### config.mk
export PLATFORM = sky130hd
export DESIGN_NAME = flex_down_timer
export DESIGN_NICKNAME = d
export VERILOG_FILES = /design/src/rtl/flex_down_timer.sv
export SDC_FILE = /design/constraint.sdc
export NUM_CORES = 1
export LEC_CHECK = 0
export CAP_MARGIN = 20
export CORE_MARGIN = 2
export CORE_UTILIZATION = 35
export CTS_CLUSTER_DIAMETER = 30
export CTS_CLUSTER_SIZE = 28
export DETAILED_ROUTE_END_ITERATION = 16
export GPL_TIMING_DRIVEN = 0
export PLACE_DENSITY_LB_ADDON = 0.3
export SYNTH_ARGS = -nofsm -noshare
export SYNTH_HDL_FRONTEND = slang
export SYNTH_SLANG_ARGS = --single-unit
### constraint.sdc
create_clock -name clk -period 2.1 [get_ports clk]
set_input_delay 0.315 -clock clk [delete_from_list [all_inputs] [get_ports clk]]
set_output_delay 0.315 -clock clk [all_outputs]
set_load 0.005 [all_outputs]
### src/rtl/flex_down_timer.sv
// Loadable down-counting timer: counts from a programmed value to zero, pulses on
// expiry, and optionally reloads for periodic strobes.
module flex_down_timer #(
  parameter int unsigned NUM_CNT_BITS = 4
) (
  input  logic                    clk,
  input  logic                    n_rst,
  input  logic                    clear,
  input  logic                    start,
  input  logic                    pause,
  input  logic                    periodic,
  input  logic [NUM_CNT_BITS-1:0] load_val,
  output logic [NUM_CNT_BITS-1:0] count_out,
  output logic                    busy,
  output logic                    expire_pulse,
  output logic                    zero_flag
);

  typedef enum logic [1:0] {
    IDLE = 2'd0,
    RUN  = 2'd1,
    HOLD = 2'd2
  } state_t;

  state_t                  state;
  state_t                  state_n;
  logic [NUM_CNT_BITS-1:0] reload;
  logic [NUM_CNT_BITS-1:0] reload_n;
  logic [NUM_CNT_BITS-1:0] count_n;
  logic                    pulse_n;

  // State and all registered outputs
  always_ff @(posedge clk or negedge n_rst) begin
    if (!n_rst) begin
      state        <= IDLE;
      count_out    <= '0;
      reload       <= '0;
      busy         <= 1'b0;
      expire_pulse <= 1'b0;
      zero_flag    <= 1'b1;
    end else begin
      state        <= state_n;
      count_out    <= count_n;
      reload       <= reload_n;
      busy         <= (state_n != IDLE);
      expire_pulse <= pulse_n;
      zero_flag    <= (count_n == '0);
    end
  end

  // Next state, count and reload; clear > start > pause > decrement
  always_comb begin
    state_n  = state;
    count_n  = count_out;
    reload_n = reload;
    pulse_n  = 1'b0;

    if (clear) begin
      state_n  = IDLE;
      count_n  = '0;
      reload_n = '0;
    end else if (start) begin
      // A zero load value is rejected outright and freezes everything this edge
      if (load_val != '0) begin
        state_n  = RUN;
        count_n  = load_val;
        reload_n = load_val;
      end
    end else begin
      unique case (state)
        IDLE: ;
        RUN: begin
          if (pause) begin
            state_n = HOLD;
          end else if (count_out > NUM_CNT_BITS'(1)) begin
            count_n = count_out - NUM_CNT_BITS'(1);
          end else if (count_out == NUM_CNT_BITS'(1)) begin
            pulse_n = 1'b1;
            if (periodic) begin
              count_n = reload;
            end else begin
              count_n = '0;
              state_n = IDLE;
            end
          end else begin
            state_n = IDLE;
          end
        end
        HOLD: begin
          // Resume costs one edge; decrementing restarts on the following edge
          if (!pause) state_n = RUN;
        end
        default: begin
          state_n = IDLE;
          count_n = '0;
        end
      endcase
    end
  end

endmodule
Yosys cells after proc, flatten, opt, wreduce, memory -nomap -nowiden
Index checks and enable logic that the tools add are counted.
{ "classes": {"reduce_logical": 8, "n_eq_ne": 3, "add_sub_neg": 1, "mux": 26, "order_cmp": 1} }
{ "op_table": {"columns": ["op", "count"], "rows": [
  ["4-bit 2-to-1 mux", 10],
  ["2-bit 2-to-1 mux", 8],
  ["4-bit case mux with 2 select lines", 1],
  ["1-bit 2-to-1 mux", 6],
  ["2-bit case mux with 3 select lines", 1],
  ["2-bit nonzero test", 3],
  ["4-bit by 1-bit == test with 1-bit output (second input constant)", 1],
  ["4-bit by 1-bit greater-than comparator with 1-bit output (second input constant)", 1],
  ["4-bit zero test", 1],
  ["4-bit nonzero test", 1],
  ["4-bit by 1-bit subtractor with 4-bit output (second input constant)", 1],
  ["2-bit by 1-bit == test with 1-bit output (second input constant)", 1],
  ["2-bit == test (second input constant)", 1],
  ["2-bit zero test", 1],
  ["2-bit AND reduction", 1],
  ["2-bit OR reduction", 1]
]} }
{ "word_totals": {"in_bits": 10, "register_bits": 13, "output_inout_bits": 7} }

Longest topological paths before layout
Gate-level depths: netlist of run 1.
{ "depth": {"ltp_word": 8, "ltp_mapped": 8, "mapped_depth_nobuf": 7} }

Least setup slack after synthesis of run 1
Ideal clock, no wire load.
{ "synth_timing": {"path_kind": "reg2reg", "start": "reg count_out[0]", "end": "reg zero_flag", "t_arrival_ps": 1769, "path_stages_with_launch": 9, "setup_ps": 90, "required_ps": 2010, "slack_ps": 241, "cell_sequence": "dfrtp_1 clkbuf_1 inv_1 ha_1 nor2_1 a31oi_1 nor2_1 o311a_1 nor4_2"} }
{ "synth_between": {"elab_chain_len": 8} }
{ "synth_rtl": {"columns": ["item", "line_no", "text"], "rows": [
  ["start, declared", "13", "output logic [NUM_CNT_BITS-1:0] count_out,"],
  ["start signal, assigned", "43", "count_out <= count_n;"],
  ["branches (longest 2 deep; another with 4-bit by 1-bit subtractor with 4-bit output)", null, null],
  ["4-bit 2-to-1 mux (*)", "75", "end else if (count_out > NUM_CNT_BITS'(1)) begin"],
  ["4-bit 2-to-1 mux (*)", "73", "if (pause) begin"],
  ["4-bit case mux with 2 select lines (*)", "70", "unique case (state)"],
  ["4-bit 2-to-1 mux (*)", "62", "end else if (start) begin"],
  ["4-bit 2-to-1 mux (*)", "58", "if (clear) begin"],
  ["named net count_n[1]", "29", "logic [NUM_CNT_BITS-1:0] count_n;"],
  ["4-bit zero test (*)", "47", "zero_flag <= (count_n == '0);"],
  ["end signal, assigned", "47", null],
  ["end, declared", "16", "output logic zero_flag"]
]} }
Mark *: on every way through the listed nets, which the timed path passes.
A chain may end at the register's enable or synchronous reset.

Worst setup path in the final report of run 1
{ "layout_timing": {"start": "reg count_out[1]", "end": "reg zero_flag"} }
The elaborated chain is that of the path after synthesis.

==> flow_summary.yaml, run 1 <==
place:
  placed_cells: 142
  routabilityCongestion: 0.888
  hpwlAfterDp_um: 1600
  io_buffers: 16
detailed_routing:
  vias: 849
  drt-initial-drc-count: 36
  ant_nets: 0
  wl_per_cell_um: 15.0
  vias_per_cell: 5.86
  drt-pass1-iter-count: 4
  wirelength_um: 2180
  drc: 0
min_path:
  worstHoldPathType: "in2async"
global_routing:
  grt_usage_pct: 17.9
  grt_remaining_overflow: 0
  grt_pass1_wl_um: 3630
  grt_start_max_net_pins: 14
  first_global_vias: 784
  antenna_found_initial: 0
sta:
  drv_slew: 0
  fin_hold_ws_ns: 0.396
  min_period_ns: 1.90
  skew_ns: 0.000691
  grt_setup_unrepaired: "false"
  clock.fmax_mhz: 526
  finalHoldViolCount: 0
  worst_slew_pin_slew_ns: 0.577
  period_share_pct: 90.5
  slew_headroom_pct: 61.4
  finalSetupViolCount: 0
layout:
  regArea_sq_um: 328
  area_growth_pct: 26.1
  drive_above_1_share_pct: 9.40
  antenna_cells: 0
  final_cells: 145
  multiInputGateArea_sq_um: 458
  fin_util_pct: 47.3
  nNetsFinal: 130
  fillCellCount: 223
worst_setup_path:
  cp-start-kind: "register"
  cp-end-kind: "register"
  critPathMaxFanout: 7
  r2r_slack_ns: 0.20
  path_class: "reg2reg"
  r2r_cells: 7
  worstPathArrival_ns: 2.10
  critical_path_required_ns: 2.30
synth:
  syn_inst: 98
  synthesis.nets: 110
  async_reset_ff_share_pct: 100
  netlist_area_sq_um: 838
  syn_area_per_cell_sq_um: 8.55
  synthTopCellsByArea: "dfrtp_1 36%, a31oi_1 4.5%, nor2_1 4.5%"
  synth_warnings: 0
  yosys.area.top_type_share_pct: 35.8
  synth_edf_count: 0
  synth_flop_cell: "dfrtp_1"
  yosys-top-cells-count: "12 x dfrtp_1, 10 x nor2_1, 7 x inv_1"
  yosysMostFrequentCell: "dfrtp_1"
  synth_seq_area_share_pct: 39.0
  ys_ff_latch: 13
  synth_cell_types: 40
  synth_area_leader_cell: "dfrtp_1"
floorplan:
  ioPinCount: 17
  rows: 17
  dieArea_sq_um: 2800
  die_width_um: 52.9
  core_area_sq_um: 2230
  die_y_um: 52.9
  initial_core_util_pct: 37.5
power:
  ir_drop_mv: 0.323
  p_per_area_nw_per_um2: 588
  leakage_uw: 0.000433
clock_tree:
  clockRootBuffer: "clkbuf_4"
  clk_latency_ns: 0.28
  clkTransAtPathRegs_ns: 0.08
  cts_tree: "done"
  clock_sinks: 13
  clockBufferDepth: 2
  cts_buffers: 3
  h-tree-depth: 1
outcome:
  status: "completed"
run:
  maxCapViolCount: 0
-- through the flow --
step                      instance area (sq um)  setup slack, ns  setup TNS (ns)  total power (uW)
final                                      1060            0.200               0               622
after global routing                       1060           0.0301               0               660
after CTS                                  1060            0.117               0               623
after detailed placement                   1030          -0.0264         -0.0264               466
after global placement                     1030           0.0234               0               463
after floorplan                             838            0.241               0               389
-- area by class of cell --
class                           instances  share of cell area (%)
Buffer                                  4                    1.89
Multi-Input combinational cell         72                    43.3
Sequential cell                        13                    31.0
Timing Repair Buffer                   16                    15.1
Tap cell                               28                    3.31
Clock buffer                            4                    2.49
Inverter                                8                    2.84
-- worst max-delay path: stages, from the launching register on --
cell	delay (ns)
dfrtp_1	0.47
inv_1	0.11
ha_1	0.28
or2_1	0.31
nor3_1	0.15
o21ai_1	0.09
a311oi_2	0.34
nor4_2	0.07
-- cell families (layout without fill, tap and decap cells) --
| family | count (synthesis) | after routing | synth area share, % |
|---|---|---|---|
| AO/OA/AOI/OAI | 33 | 33 | 27.9 |
| XOR/XNOR | 1 | 1 | 1.04 |
| adder cells (fa/ha/maj) | 2 | 2 | 2.98 |
| buffers and inverters | 13 | 32 | 6.42 |
| flip-flops | 13 | 13 | 39.0 |
| AND/OR/NAND/NOR | 36 | 36 | 22.7 |
-- final timing paths --
check                                     to         start
worst max-delay path               zero_flag  count_out[1]
max in group asynchronous       count_out[0]         n_rst
worst min-delay path               reload[1]         n_rst
min in group clk                   reload[3]     reload[3]
worst min register to register     reload[3]     reload[3]
worst max register to register     zero_flag  count_out[1]
-- state kept, by name, indices dropped and copies added (netlist names) --
register	cells
state	2
reload	4
expire_pulse	1
zero_flag	1
count_out	4
busy	1
-- cell usage in the layout (no fill, tap or decap), types with 4 or more instances in the layout --
| cell type | n |
|---|---|
| nand2_1 | 5 |
| a21oi_1 | 6 |
| dfrtp_1 | 11 |
| inv_1 | 7 |
| nand3_1 | 5 |
| a31oi_1 | 6 |
| clkdlybuf4s50_1 | 16 |
| clkbuf_4 | 4 |
| a22oi_1 | 4 |
| nor2_1 | 10 |
-- routing by layer --
metal	share of wire, %	global-route usage [%]
met3	7.9	3.39
met1	42	23.3
met5	0	0
met4	3.0	11.5
met2	47	26.9
-- power breakdown --
group          total [uW]  internal, uW  leakage, uW  switching (uW)
clock network         159          73.9    0.0000150            85.5
logic                 175          81.9     0.000249            92.8
registers             288           269     0.000169            18.0
total                 622           425     0.000433             196
-- what timing repair did --
| action | 4_1_cts | 5_1_grt |
|---|---|---|
| setup buffers | 0 | 0 |
| hold buffers | 0 | 0 |
| resized for setup | 0 | 1 |
| pin swaps | 0 | 1 |
| endpoints found under the setup margin | 2 | 2 |
Note: power is estimated with default switching activity, not from simulation.
==> inputs of run 2 (changes only) <==
--- a/config.mk
+++ b/config.mk
@@ -6,12 +6,12 @@
 export NUM_CORES = 1
 export LEC_CHECK = 0
 export CAP_MARGIN = 20
-export CORE_MARGIN = 2
+export CORE_MARGIN = 4
 export CORE_UTILIZATION = 35
 export CTS_CLUSTER_DIAMETER = 30
 export CTS_CLUSTER_SIZE = 28
 export DETAILED_ROUTE_END_ITERATION = 16
-export GPL_TIMING_DRIVEN = 0
+export GPL_ROUTABILITY_DRIVEN = 0
 export PLACE_DENSITY_LB_ADDON = 0.3
 export SYNTH_ARGS = -nofsm -noshare
 export SYNTH_HDL_FRONTEND = slang
==> flow_summary.yaml, run 2 (synthesis gave the netlist of run 1 again) <==
layout:
  drive_above_1_share_pct: 10.3
  antenna_cells: 0
  mostFrequentLayoutCells: "16 x clkdlybuf4s50_1, 12 x dfrtp_1, 10 x nor2_1, 7 x inv_1"
  area_growth_pct: 27.2
  top_regs: "count_out x4, reload x4, state x2"
  fillCellCount: 220
  nNetsFinal: 130
  final_common_cell: "clkdlybuf4s50_1"
  fin_util_pct: 47.3
  final_cells: 145
clock_tree:
  clock_sinks: 13
  cts_repair_resize_count: 0
  clockBufferDepth: 2
  clkTransAtPathRegs_ns: 0.08
  cts_buffers: 3
  post_cts_buffers: 0
  clk_latency_ns: 0.28
  clockRootBuffer: "clkbuf_4"
  h-tree-depth: 1
  ctsHoldBuffers: 0
  cts_tree: "done"
run:
  maxCapViolCount: 0
place:
  io_buffers: 16
  hpwlAfterDp_um: 1660
  placed_cells: 141
sta:
  clock.fmax_mhz: 559
  slew_headroom_pct: 60.5
  period_share_pct: 85.2
  skew_ns: 0.00220
  grt_setup_unrepaired: "false"
  worst_slew_pin_slew_ns: 0.591
  setup_tns_ns: 0
  finalSetupViolCount: 0
  finalHoldViolCount: 0
  drv_slew: 0
  min_period_ns: 1.79
detailed_routing:
  vias_per_cell: 5.92
  drt-pass1-iter-count: 4
  wirelength_um: 2310
  drc: 0
  drt-initial-drc-count: 58
  ant_nets: 0
  wl_per_cell_um: 16.0
  vias: 858
global_routing:
  grt_start_max_net_pins: 14
  grt_usage_pct: 15.5
  first_global_vias: 827
  antenna_found_initial: 0
  grt_pass1_wl_um: 3970
  grt_remaining_overflow: 0
worst_setup_path:
  path_class: "reg2reg"
  critPathMaxFanout: 7
  cp-start-kind: "register"
  critical_path_required_ns: 2.30
  worstPathArrival_ns: 1.99
  cp-end-kind: "register"
floorplan:
  die_width_um: 56.9
  rows: 17
  dieArea_sq_um: 3240
  ioPinCount: 17
  initial_core_util_pct: 37.2
  core_area_sq_um: 2250
  die_y_um: 56.9
min_path:
  worstHoldPathType: "in2async"
outcome:
  status: "completed"
power:
  p_per_area_nw_per_um2: 593
  ir_drop_mv: 0.270
  leakage_uw: 0.000443
run 2: cell type report:
class / instances / area (sq um) / area share, %
multi-input combinational: 72 / 458 / 43.0
sequential: 13 / 327 / 30.6
timing repair buffer: 20 / 190 / 17.8
tap: 28 / 35.0 / 3.29
inverter: 8 / 30.0 / 2.82
clock buffer: 4 / 26.3 / 2.46
run 2: through the flow:
stage | total power [uW] | setup WS, ns | area [sq um] | hold WS [ns]
final | 632 | 0.310 | 1070 | 0.399
after global placement | 471 | 0.216 | 1040 | 0.504
after global routing | 667 | 0.147 | 1070 | 0.454
after floorplan | 389 | 0.241 | 838 | 0.0194
after CTS | 628 | 0.315 | 1070 | 0.430
after detailed placement | 470 | 0.178 | 1040 | 0.525
run 2: final timing paths:
| check | to | slack, ns | startpoint | depth (start not counted) |
|---|---|---|---|---|
| worst min register to register | reload[1] | 0.54 | reload[1] | 2 |
| worst max-delay path | zero_flag | 0.31 | count_out[1] | 7 |
| min in group clk | reload[1] | 0.54 | reload[1] | 2 |
| worst min-delay path | reload[3] | 0.40 | n_rst | 1 |
| max in group asynchronous | count_out[1] | 1.32 | n_rst | 1 |
| worst max register to register | zero_flag | 0.31 | count_out[1] | 7 |
run 2: power breakdown:
part / internal, uW / switching (uW)
clock network: 73.8 / 88.0
registers: 269 / 14.6
logic: 87.1 / 99.0
run 2: worst max-delay path: stages, from the launching register on:
cell and delay [ns]:
dfrtp_1 0.38, inv_1 0.10, ha_1 0.32, nor2_1 0.09
a31oi_1 0.15, nor2_1 0.06, o311a_1 0.37, nor4_2 0.24
run 2: routing by layer:
| metal | GRT usage [%] | vias up | part of all wire (%) |
|---|---|---|---|
| met3 | 3.17 | 9 | 8.4 |
| met2 | 23.7 | 54 | 48 |
| met4 | 6.95 | 0 | 2.6 |
| met1 | 21.2 | 390 | 41 |
| li1 | - | 405 | - |
| met5 | 0 | - | 0 |
==> inputs of run 3 (changes only) <==
--- a/config.mk
+++ b/config.mk
@@ -8,6 +8,7 @@
 export CAP_MARGIN = 20
 export CORE_MARGIN = 4
 export CORE_UTILIZATION = 35
+export CTS_BUF_LIST = sky130_fd_sc_hd__clkbuf_8 sky130_fd_sc_hd__clkbuf_16
 export CTS_CLUSTER_DIAMETER = 30
 export CTS_CLUSTER_SIZE = 28
 export DETAILED_ROUTE_END_ITERATION = 16
==> constraint.sdc (replaced) <==
create_clock -name clk -period 2.04 [get_ports clk]
set_input_delay 0.306 -clock clk [delete_from_list [all_inputs] [get_ports clk]]
set_output_delay 0.306 -clock clk [all_outputs]
set_load 0.005 [all_outputs]
==> flow_summary.yaml, run 3 (synthesis gave the netlist of run 1 again) <==
worst_setup_path:
  worstPathArrival_ns: 1.93
  crit_path_max_incr_delay_ns: 0.38
  cp-end-kind: "register"
  cpMaxStageDelayCell: "o311a_1"
  crit_top_cell: "nor2_1"
  path_cells: "inv_1 > ha_1 > nor2_1 > a31oi_1 > nor2_1 > o311a_1 > nor4_2"
  path_class: "reg2reg"
  critical_path_required_ns: 2.19
  cp-start-kind: "register"
  critPathMaxFanout: 7
sta:
  worst_slew_pin_slew_ns: 0.580
  setup_tns_ns: 0
  finalSetupViolCount: 0
  drv_slew: 0
  fin_hold_ws_ns: 0.440
  skew_ns: 0.00299
  min_period_ns: 1.78
  period_share_pct: 87.1
  clock.fmax_mhz: 563
  grt_setup_unrepaired: "false"
  finalHoldViolCount: 0
  slew_headroom_pct: 61.2
layout:
  drive_above_1_share_pct: 11.8
  top_regs: "count_out x4, reload x4, state x2"
  antenna_cells: 0
  mostFrequentLayoutCells: "16 x clkdlybuf4s50_1, 12 x dfrtp_1, 10 x nor2_1, 8 x inv_1"
  area_growth_pct: 31.2
  nNetsFinal: 132
  final_common_cell: "clkdlybuf4s50_1"
floorplan:
  die_y_um: 56.9
  dieArea_sq_um: 3240
  rows: 17
  ioPinCount: 17
  initial_core_util_pct: 37.2
  core_area_sq_um: 2250
  die_width_um: 56.9
power:
  leakage_uw: 0.000465
  p_per_area_nw_per_um2: 639
  ir_drop_mv: 0.510
detailed_routing:
  drc: 0
  drt-pass1-iter-count: 4
  ant_nets: 0
  drt-initial-drc-count: 56
  vias_per_cell: 5.88
  wl_per_cell_um: 15.4
  wirelength_um: 2260
  vias: 864
clock_tree:
  ctsHoldBuffers: 0
  clock_sinks: 13
  cts_tree: "done"
  cts_buffers: 3
  clkTransAtPathRegs_ns: 0.05
  cts_repair_resize_count: 0
  clockBufferDepth: 2
  clk_latency_ns: 0.24
  clockRootBuffer: "clkbuf_8"
  h-tree-depth: 1
  post_cts_buffers: 0
place:
  io_buffers: 16
  hpwlAfterDp_um: 1750
global_routing:
  grt_start_max_net_pins: 14
  grt_pass1_wl_um: 3790
  first_global_vias: 819
  antenna_found_initial: 0
  grt_remaining_overflow: 0
  grt_usage_pct: 14.5
outcome:
  status: "completed"
run:
  maxCapViolCount: 0
min_path:
  worstHoldPathType: "in2async"
-- run 3: cell count changes in the layout (fill, tap and decap cells not counted), sizes merged --
cell    before  now
clkbuf       4    3
buf          4    6
inv          8    9
-- run 3: worst max-delay path: cells and delay by family (launching register included) --
kind,cells,cell delay (ns)
adders and majority gates,1,0.31
AOI/OAI and AO/OA,2,0.52
and+or+nand+nor,3,0.39
DFF,1,0.37
buffers and inverters,1,0.10
-- run 3: layer usage --
layer	share of wire (%)	wire, um	GRT usage [%]	vias to the layer above
met5	0	0	0	-
met4	0	0	3.31	0
met3	8.0	180	4.07	0
met2	48	1100	22.8	37
met1	44	987	19.8	419
li1	-	-	-	408
-- run 3: worst paths after layout --
kind	from	endpoint	slack, ns	depth (start not counted)
setup / recovery	count_out[1]	zero_flag	0.26	7
hold / removal	n_rst	reload[3]	0.44	1
setup reg to reg	count_out[1]	zero_flag	0.26	7
hold reg to reg	reload[3]	reload[3]	0.54	2
max in group asynchronous	n_rst	count_out[3]	1.22	1
min in group clk	reload[3]	reload[3]	0.54	2
-- run 3: report_power, final --
| part | switching (uW) | internal (uW) | total [uW] |
|---|---|---|---|
| registers | 14.9 | 278 | 293 |
| clock network | 85.3 | 132 | 218 |
| logic | 101 | 92.1 | 193 |
-- run 3: area by class of cell --
cell class	count	area, sq um
clock buffers	3	41.3
clock inverters	1	3.75
fillers	228	1150
inverters	8	30.0
multi-input cells	72	458
flip-flops and latches	13	327
well taps	28	35.0
repair buffers	22	205
-- run 3: metrics by stage --
step | power [uW] | util [%] | area, sq um | std cells | setup slack [ns]
final | 703 | 48.8 | 1100 | 147 | 0.263
after global routing | 753 | 48.8 | 1100 | 147 | 0.0545
after CTS | 714 | 48.8 | 1100 | 147 | 0.241
after detailed placement | 489 | 46.8 | 1050 | 143 | 0.212
after global placement | 486 | 46.8 | 1050 | 143 | 0.215
after floorplan | 400 | - | 838 | 98 | 0.181
